`config.mk`:
```
export PLATFORM = sky130hd
export DESIGN_NAME = alu_sequencer
export DESIGN_NICKNAME = d
export VERILOG_FILES = /design/src/rtl/alu_pkg.sv /design/src/rtl/alu_sequencer.sv
export SDC_FILE = /design/constraint.sdc
export NUM_CORES = 1
export LEC_CHECK = 0
export CORE_UTILIZATION = 45
export CTS_CLUSTER_DIAMETER = 30
export DETAILED_ROUTE_END_ITERATION = 12
export PLACE_DENSITY = 0.84
export SLEW_MARGIN = 20
export SYNTH_ARGS = -nofsm -noshare
export SYNTH_HDL_FRONTEND = slang
export SYNTH_SLANG_ARGS = --single-unit
```
`constraint.sdc`:
```
create_clock -name i_clk -period 3.95 [get_ports i_clk]
set_clock_uncertainty 0.15 [all_clocks]
set_input_delay 0.395 -clock i_clk [delete_from_list [all_inputs] [get_ports i_clk]]
set_output_delay 0.395 -clock i_clk [all_outputs]
set_load 0.01 [all_outputs]
```
`src/rtl/alu_pkg.sv`:
```
// Shared types for the ALU request sequencer.
// Op encodings and FSM state enum.
package alu_pkg;

   typedef enum logic [2:0] {
      OP_ADD  = 3'b000,
      OP_SUB  = 3'b001,
      OP_AND  = 3'b010,
      OP_ANDN = 3'b011,
      OP_XOR  = 3'b100,
      OP_XNOR = 3'b101,
      OP_SHR  = 3'b110,
      OP_SHL  = 3'b111
   } op_t;

   typedef enum logic [1:0] {
      S_IDLE  = 2'd0,
      S_EXEC  = 2'd1,
      S_DRIVE = 2'd2,
      S_RESP  = 2'd3
   } state_t;

   localparam int DATA_W  = 8;
   localparam int COUNT_W = 16;

   function automatic logic [1:0] op_alu_field(input op_t op);
      return op[2:1];
   endfunction

   function automatic logic op_dir_field(input op_t op);
      return op[0];
   endfunction

endpackage

```
`src/rtl/alu_sequencer.sv`:
```
// Sequences one request at a time through an external ALU:
// latch operands, strobe write, enable bus, return response.
module alu_sequencer
   import alu_pkg::*;
(
   input  logic               i_clk,
   input  logic               i_reset,
   input  logic               i_reqValid,
   output logic               o_reqReady,
   input  logic [2:0]         i_reqOp,
   input  logic [DATA_W-1:0]  i_reqA,
   input  logic [DATA_W-1:0]  i_reqB,
   output logic [DATA_W-1:0]  o_aluA,
   output logic [DATA_W-1:0]  o_aluB,
   output logic [1:0]         o_aluOp,
   output logic               o_subShiftDir,
   output logic               o_aluWr,
   output logic               o_aluNoe,
   input  logic [DATA_W-1:0]  i_aluY,
   input  logic               i_aluNegative,
   input  logic               i_aluNzero,
   output logic               o_rspValid,
   input  logic               i_rspReady,
   output logic [DATA_W-1:0]  o_result,
   output logic               o_negative,
   output logic               o_zero,
   output logic [COUNT_W-1:0] o_opCount
);

   state_t state;
   state_t state_nxt;
   op_t    req_op;
   logic   accept;
   logic   done;

   assign req_op = op_t'(i_reqOp);
   assign accept = (state == S_IDLE) && i_reqValid;
   assign done   = (state == S_RESP) && i_rspReady;

   always_ff @(posedge i_clk or posedge i_reset) begin
      if (i_reset) begin
         state <= S_IDLE;
      end else begin
         state <= state_nxt;
      end
   end

   always_comb begin
      state_nxt  = state;
      o_reqReady = 1'b0;
      o_aluWr    = 1'b0;
      o_aluNoe   = 1'b1;
      o_rspValid = 1'b0;
      unique case (state)
         S_IDLE: begin
            o_reqReady = 1'b1;
            if (i_reqValid) state_nxt = S_EXEC;
         end
         S_EXEC: begin
            o_aluWr   = 1'b1;
            state_nxt = S_DRIVE;
         end
         S_DRIVE: begin
            o_aluNoe  = 1'b0;
            state_nxt = S_RESP;
         end
         S_RESP: begin
            o_rspValid = 1'b1;
            if (i_rspReady) state_nxt = S_IDLE;
         end
         default: state_nxt = S_IDLE;
      endcase
   end

   // Operand/control registers hold until the next accepted request.
   always_ff @(posedge i_clk or posedge i_reset) begin
      if (i_reset) begin
         o_aluA        <= '0;
         o_aluB        <= '0;
         o_aluOp       <= '0;
         o_subShiftDir <= 1'b0;
      end else if (accept) begin
         o_aluA        <= i_reqA;
         o_aluB        <= i_reqB;
         o_aluOp       <= op_alu_field(req_op);
         o_subShiftDir <= op_dir_field(req_op);
      end
   end

   always_ff @(posedge i_clk or posedge i_reset) begin
      if (i_reset) begin
         o_result   <= '0;
         o_negative <= 1'b0;
         o_zero     <= 1'b0;
      end else if (state == S_DRIVE) begin
         o_result   <= i_aluY;
         o_negative <= i_aluNegative;
         o_zero     <= ~i_aluNzero;
      end
   end

   always_ff @(posedge i_clk or posedge i_reset) begin
      if (i_reset) begin
         o_opCount <= '0;
      end else if (done) begin
         o_opCount <= o_opCount + 1'b1;
      end
   end

endmodule

```
== Yosys cells after proc, flatten, opt, wreduce, memory -nomap -nowiden ==
Index checks and enable logic that the tools add are counted.
Operators by class
  $add $sub $neg: 1
  eq/ne operators: 5
  multiplexer cells: 7
  bitwise operators: 1
  reduce and logical (&&, ||, !) cells: 4
Operators by type and width (count)
  adder 16 x 1 -> 16 bit, second input constant: 1
  one-hot mux 2 bit (4 select lines): 1
  == test 2 bit, second input constant: 2
  two-way mux 1 bit: 4
  two-way mux 2 bit: 2
  inequality test 2 bit, second input constant: 2
  == test 2 x 1 -> 1 bit, second input constant: 1
  logical AND 1 bit: 2
  logical NOT 2 bit: 1
  AND reduction 2 bit: 1
  NOT 1 bit: 1
Storage, ports and cells
  bits in registers: 47
  input port bits: 33
  output and inout port bits: 49
  logic and storage cells: 27

== Longest topological paths before layout ==
  word-level depth: 3
  mapped depth: 6
  depth with buffers taken out: 5

== Least setup slack after synthesis ==
Ideal clock, no wire load.
  path kind: register to register
  start: register state[0]
  end: register o_aluA[3]
  setup time: 125 ps
  arrival: 1553 ps
  data required time: 3675 ps
  setup slack: 2122 ps
  stages on the path, launching flop included: 6
  path buffers: 1
  period minus slack after synthesis: 1828 ps
  cells stage by stage: dfrtp_1 inv_1 ha_1 nand2_1 buf_2 mux2_2
Between the ends
  longest elaborated chain between the ends: 2
RTL lines
  start, declared: RTL line alu_sequencer.sv:30  | state_t state;
  start signal, assigned: RTL line alu_sequencer.sv:44  | state <= state_nxt;
  logical NOT 2 bit: RTL line alu_sequencer.sv:37  | assign accept = (state == S_IDLE) && i_reqValid;
  logical AND 1 bit: RTL line alu_sequencer.sv:37
  end signal, assigned: RTL line alu_sequencer.sv:83  | o_aluA <= i_reqA;
  end, declared: RTL line alu_sequencer.sv:13  | output logic [DATA_W-1:0] o_aluA,
Every way passes these cells.
A chain may end at the register's enable or synchronous reset.

== Final worst setup path ==
  start: register state[0]
  end: output port o_aluNoe
Between the ends
  longest elaborated chain between the ends: 2
RTL lines
  == test 2 bit: RTL line alu_sequencer.sv:54  | unique case (state)
  two-way mux 1 bit: RTL line alu_sequencer.sv:54
  end, declared: RTL line alu_sequencer.sv:18  | output logic o_aluNoe,
Every way passes these cells.

==> impl_metrics.yaml <==
logic_synthesis:
  synth_xor_area_share_pct: 6.79
  ys_ff_latch: 47
  syn-mean-instance-area_um2: 14.0
  synth_area_mm2: 0.00194
  yosys-mux-area-fraction_pct: 16.9
  yosys_warnings: 0
  syn_inst: 138
  synthSimpleGateAreaFrac_pct: 9.24
  synth_compound_area_share_pct: 1.29
  yosysSeqAreaShare_pct: 60.8
  syn_nets: 176
  synth_top_family_by_area: "multiplexers"
  synthAdderAreaFrac_pct: 3.23
  synth_cell_types: 23
pwr:
  peakVddDrop_uv: 445
  p_leak_uw: 0.00127
  cellPowerDensity_mw_per_mm2: 681
worst_setup_path:
  critPathRequiredTime_ps: 3400
  crit_slowest_cell: "clkdlybuf4s50_1"
  cp_common_cell: "inv_1"
  crit_arrival_ps: 1910
  crit_type: "reg2out"
  max_stage_delay_ps: 500
  cp-end-kind: "output pin"
  cp_max_fo: 11
  cp-start-kind: "flip-flop"
  path_cells: "inv_1, ha_1, inv_1, clkdlybuf4s50_1"
clock_network:
  post_cts_buffers: 0
  cts_root_buffer: "clkbuf_8"
  clock-sinks: 47
  clockBufferDepth: 2
  cts_inserted_buffers: 5
  cts_tree: "yes"
  holdBufCountCts: 0
  clock_latency_ps: 300
  clk_pin_slew_worst_paths_ps: 90
  htree_levels: 2
  cts_resized: 0
sta:
  maxSlewHeadroom_pct: 38.0
  slew_viol_final: 0
  finalHoldViolCount: 0
  post-route-period-util_pct: 62.0
  timing.setup.tns_ps: 0
  max_freq_ghz: 0.408
  worst_pin_slew_ps: 929
  whs_ps: 330
  final.min_clock_period_ps: 2450
  finalSetupViolations: 0
  rsz0062_at_grt: "false"
routing:
  drt_first_pass_iters: 2
  ant_nets: 0
  vias_per_cell: 4.94
  drt_iter0_drc: 70
  drc: 0
  wl_per_cell_um: 14.8
  vias: 1358
  routed_wl_mm: 4.06
floorplan:
  dieArea_mm2: 0.00457
  start_util_pct: 47.7
  die_h_um: 67.6
  num_rows: 23
  core-area_mm2: 0.00406
  ios: 82
  fp.dieW_um: 67.6
place:
  dp_cells: 267
  numPortBuffers: 81
  finalWeightedCongestion: 0.780
  hpwl_mm: 3.12
layout:
  area_delta_synth_final_pct: 49.3
  fin_util_pct: 71.2
  layout.cells.non_filler: 275
  layout.nets: 262
  diodes: 0
  drive_above_1_share_pct: 19.6
global_routing:
  grt_remaining_overflow: 0
  grt_max_degree: 48
  grt.total_usage_pct: 19.4
  grt_pass1_wl_mm: 6.42
  antenna_found_initial: 0
  grt_pass1_vias: 1363
worst_hold_path:
  hold_path_class: "reg2reg"
outcome:
  outcome: "finished clean"
run:
  drv_cap: 0
kinds of logic after synthesis:
| family | count (synthesis) |
|---|---|
| XOR/XNOR | 15 |
| adder cells (fa/ha/maj) | 5 |
| AO/OA/AOI/OAI | 4 |
| buffers and inverters | 9 |
| multiplexers | 29 |
| flip-flops | 47 |
| AND/OR/NAND/NOR | 29 |
power by group:
| group | total, uW | leakage (uW) | internal, uW | switching (uW) |
|---|---|---|---|---|
| combinational | 896 | 0.000650 | 558 | 338 |
| clock | 288 | 0.0000402 | 123 | 165 |
| sequential | 784 | 0.000583 | 667 | 116 |
worst paths after layout:
kind / startpoint / end / slack [ps] / cells after the start
max: state[0] / o_aluNoe / 1500 / 4
min: o_opCount[15] / o_opCount[15] / 330 / 1
max reg2reg: state[0] / o_aluOp[0] / 1960 / 4
min reg2reg: o_opCount[15] / o_opCount[15] / 330 / 1
max in group asynchronous: i_reset / o_result[7] / 2590 / 2
min in group asynchronous: i_reset / o_aluA[6] / 460 / 2
synthesized netlist by cell type (all sizes together):
library cell  count  area, um^2
a21oi             1        5.00
and2b             1        8.76
and3              1        6.26
and4              1        8.76
buf               1        5.00
clkbuf            1        3.75
dfrtp            47        1180
ha                5        62.6
inv               7        26.3
mux2             29         327
nand2             8        30.0
nand3             7        40.0
nand4             4        37.5
nor2              5        21.3
nor3              1        5.00
nor4              1        21.3
o21ai             2        10.0
o32a              1        10.0
xnor2             9        78.8
xor2              6        52.6
metal layers:
layer / wire length [um] / vias to the layer above / global-route usage, %
met5: 0 / - / 0
met4: 51 / 0 / 7.18
met3: 309 / 6 / 7.94
met2: 2060 / 50 / 31.7
met1: 1640 / 665 / 22.5
li1: - / 637 / -
metrics by stage:
| step | total power (uW) | setup slack [ps] | instance area, um^2 |
|---|---|---|---|
| detailed placement | 1700 | 1820 | 2800 |
| global route | 2080 | 1360 | 2890 |
| finish | 1970 | 1500 | 2890 |
| floorplan | 1200 | 2120 | 1940 |
| global placement | 1650 | 1900 | 2800 |
| CTS | 1990 | 1460 | 2890 |
registers in the layout (all words and copies together), names as in the netlist:
name / count
o_zero: 1
o_aluB: 8
o_aluOp: 2
state: 2
o_aluA: 8
o_opCount: 16
o_negative: 1
o_result: 8
o_subShiftDir: 1
layout make-up:
| cell class | count | area (um^2) |
|---|---|---|
| clock inverters | 3 | 20.0 |
| repair buffers | 81 | 811 |
| fillers | 280 | 1170 |
| flip-flops and latches | 47 | 1180 |
| well taps | 50 | 62.6 |
| clock buffers | 5 | 68.8 |
| multi-input cells | 82 | 724 |
| inverters | 7 | 26.3 |
placed cells by master (no fill, tap or decap):
master           count
a21oi_1              1
xnor2_1              9
inv_2                1
dfrtp_1             47
nor3_1               1
nor2_1               4
inv_1                6
o21ai_0              2
clkbuf_8             5
and3_1               1
nand4_1              2
o32a_1               1
ha_1                 5
and2b_2              1
nand2_1              8
xor2_1               6
clkdlybuf4s50_1     81
and4_1               1
nor2_2               1
clkinvlp_4           2
nand3_1              6
nand4_2              2
nand3_2              1
clkinv_2             1
nor4_4               1
mux2_2              29
worst max-delay path, delay by kind of cell, from the launching register on:
kind | cells | cell delay [ps]
fa+ha+maj | 1 | 450
buf+inv | 3 | 720
flops | 1 | 430
(Power assumes the default switching activity.)
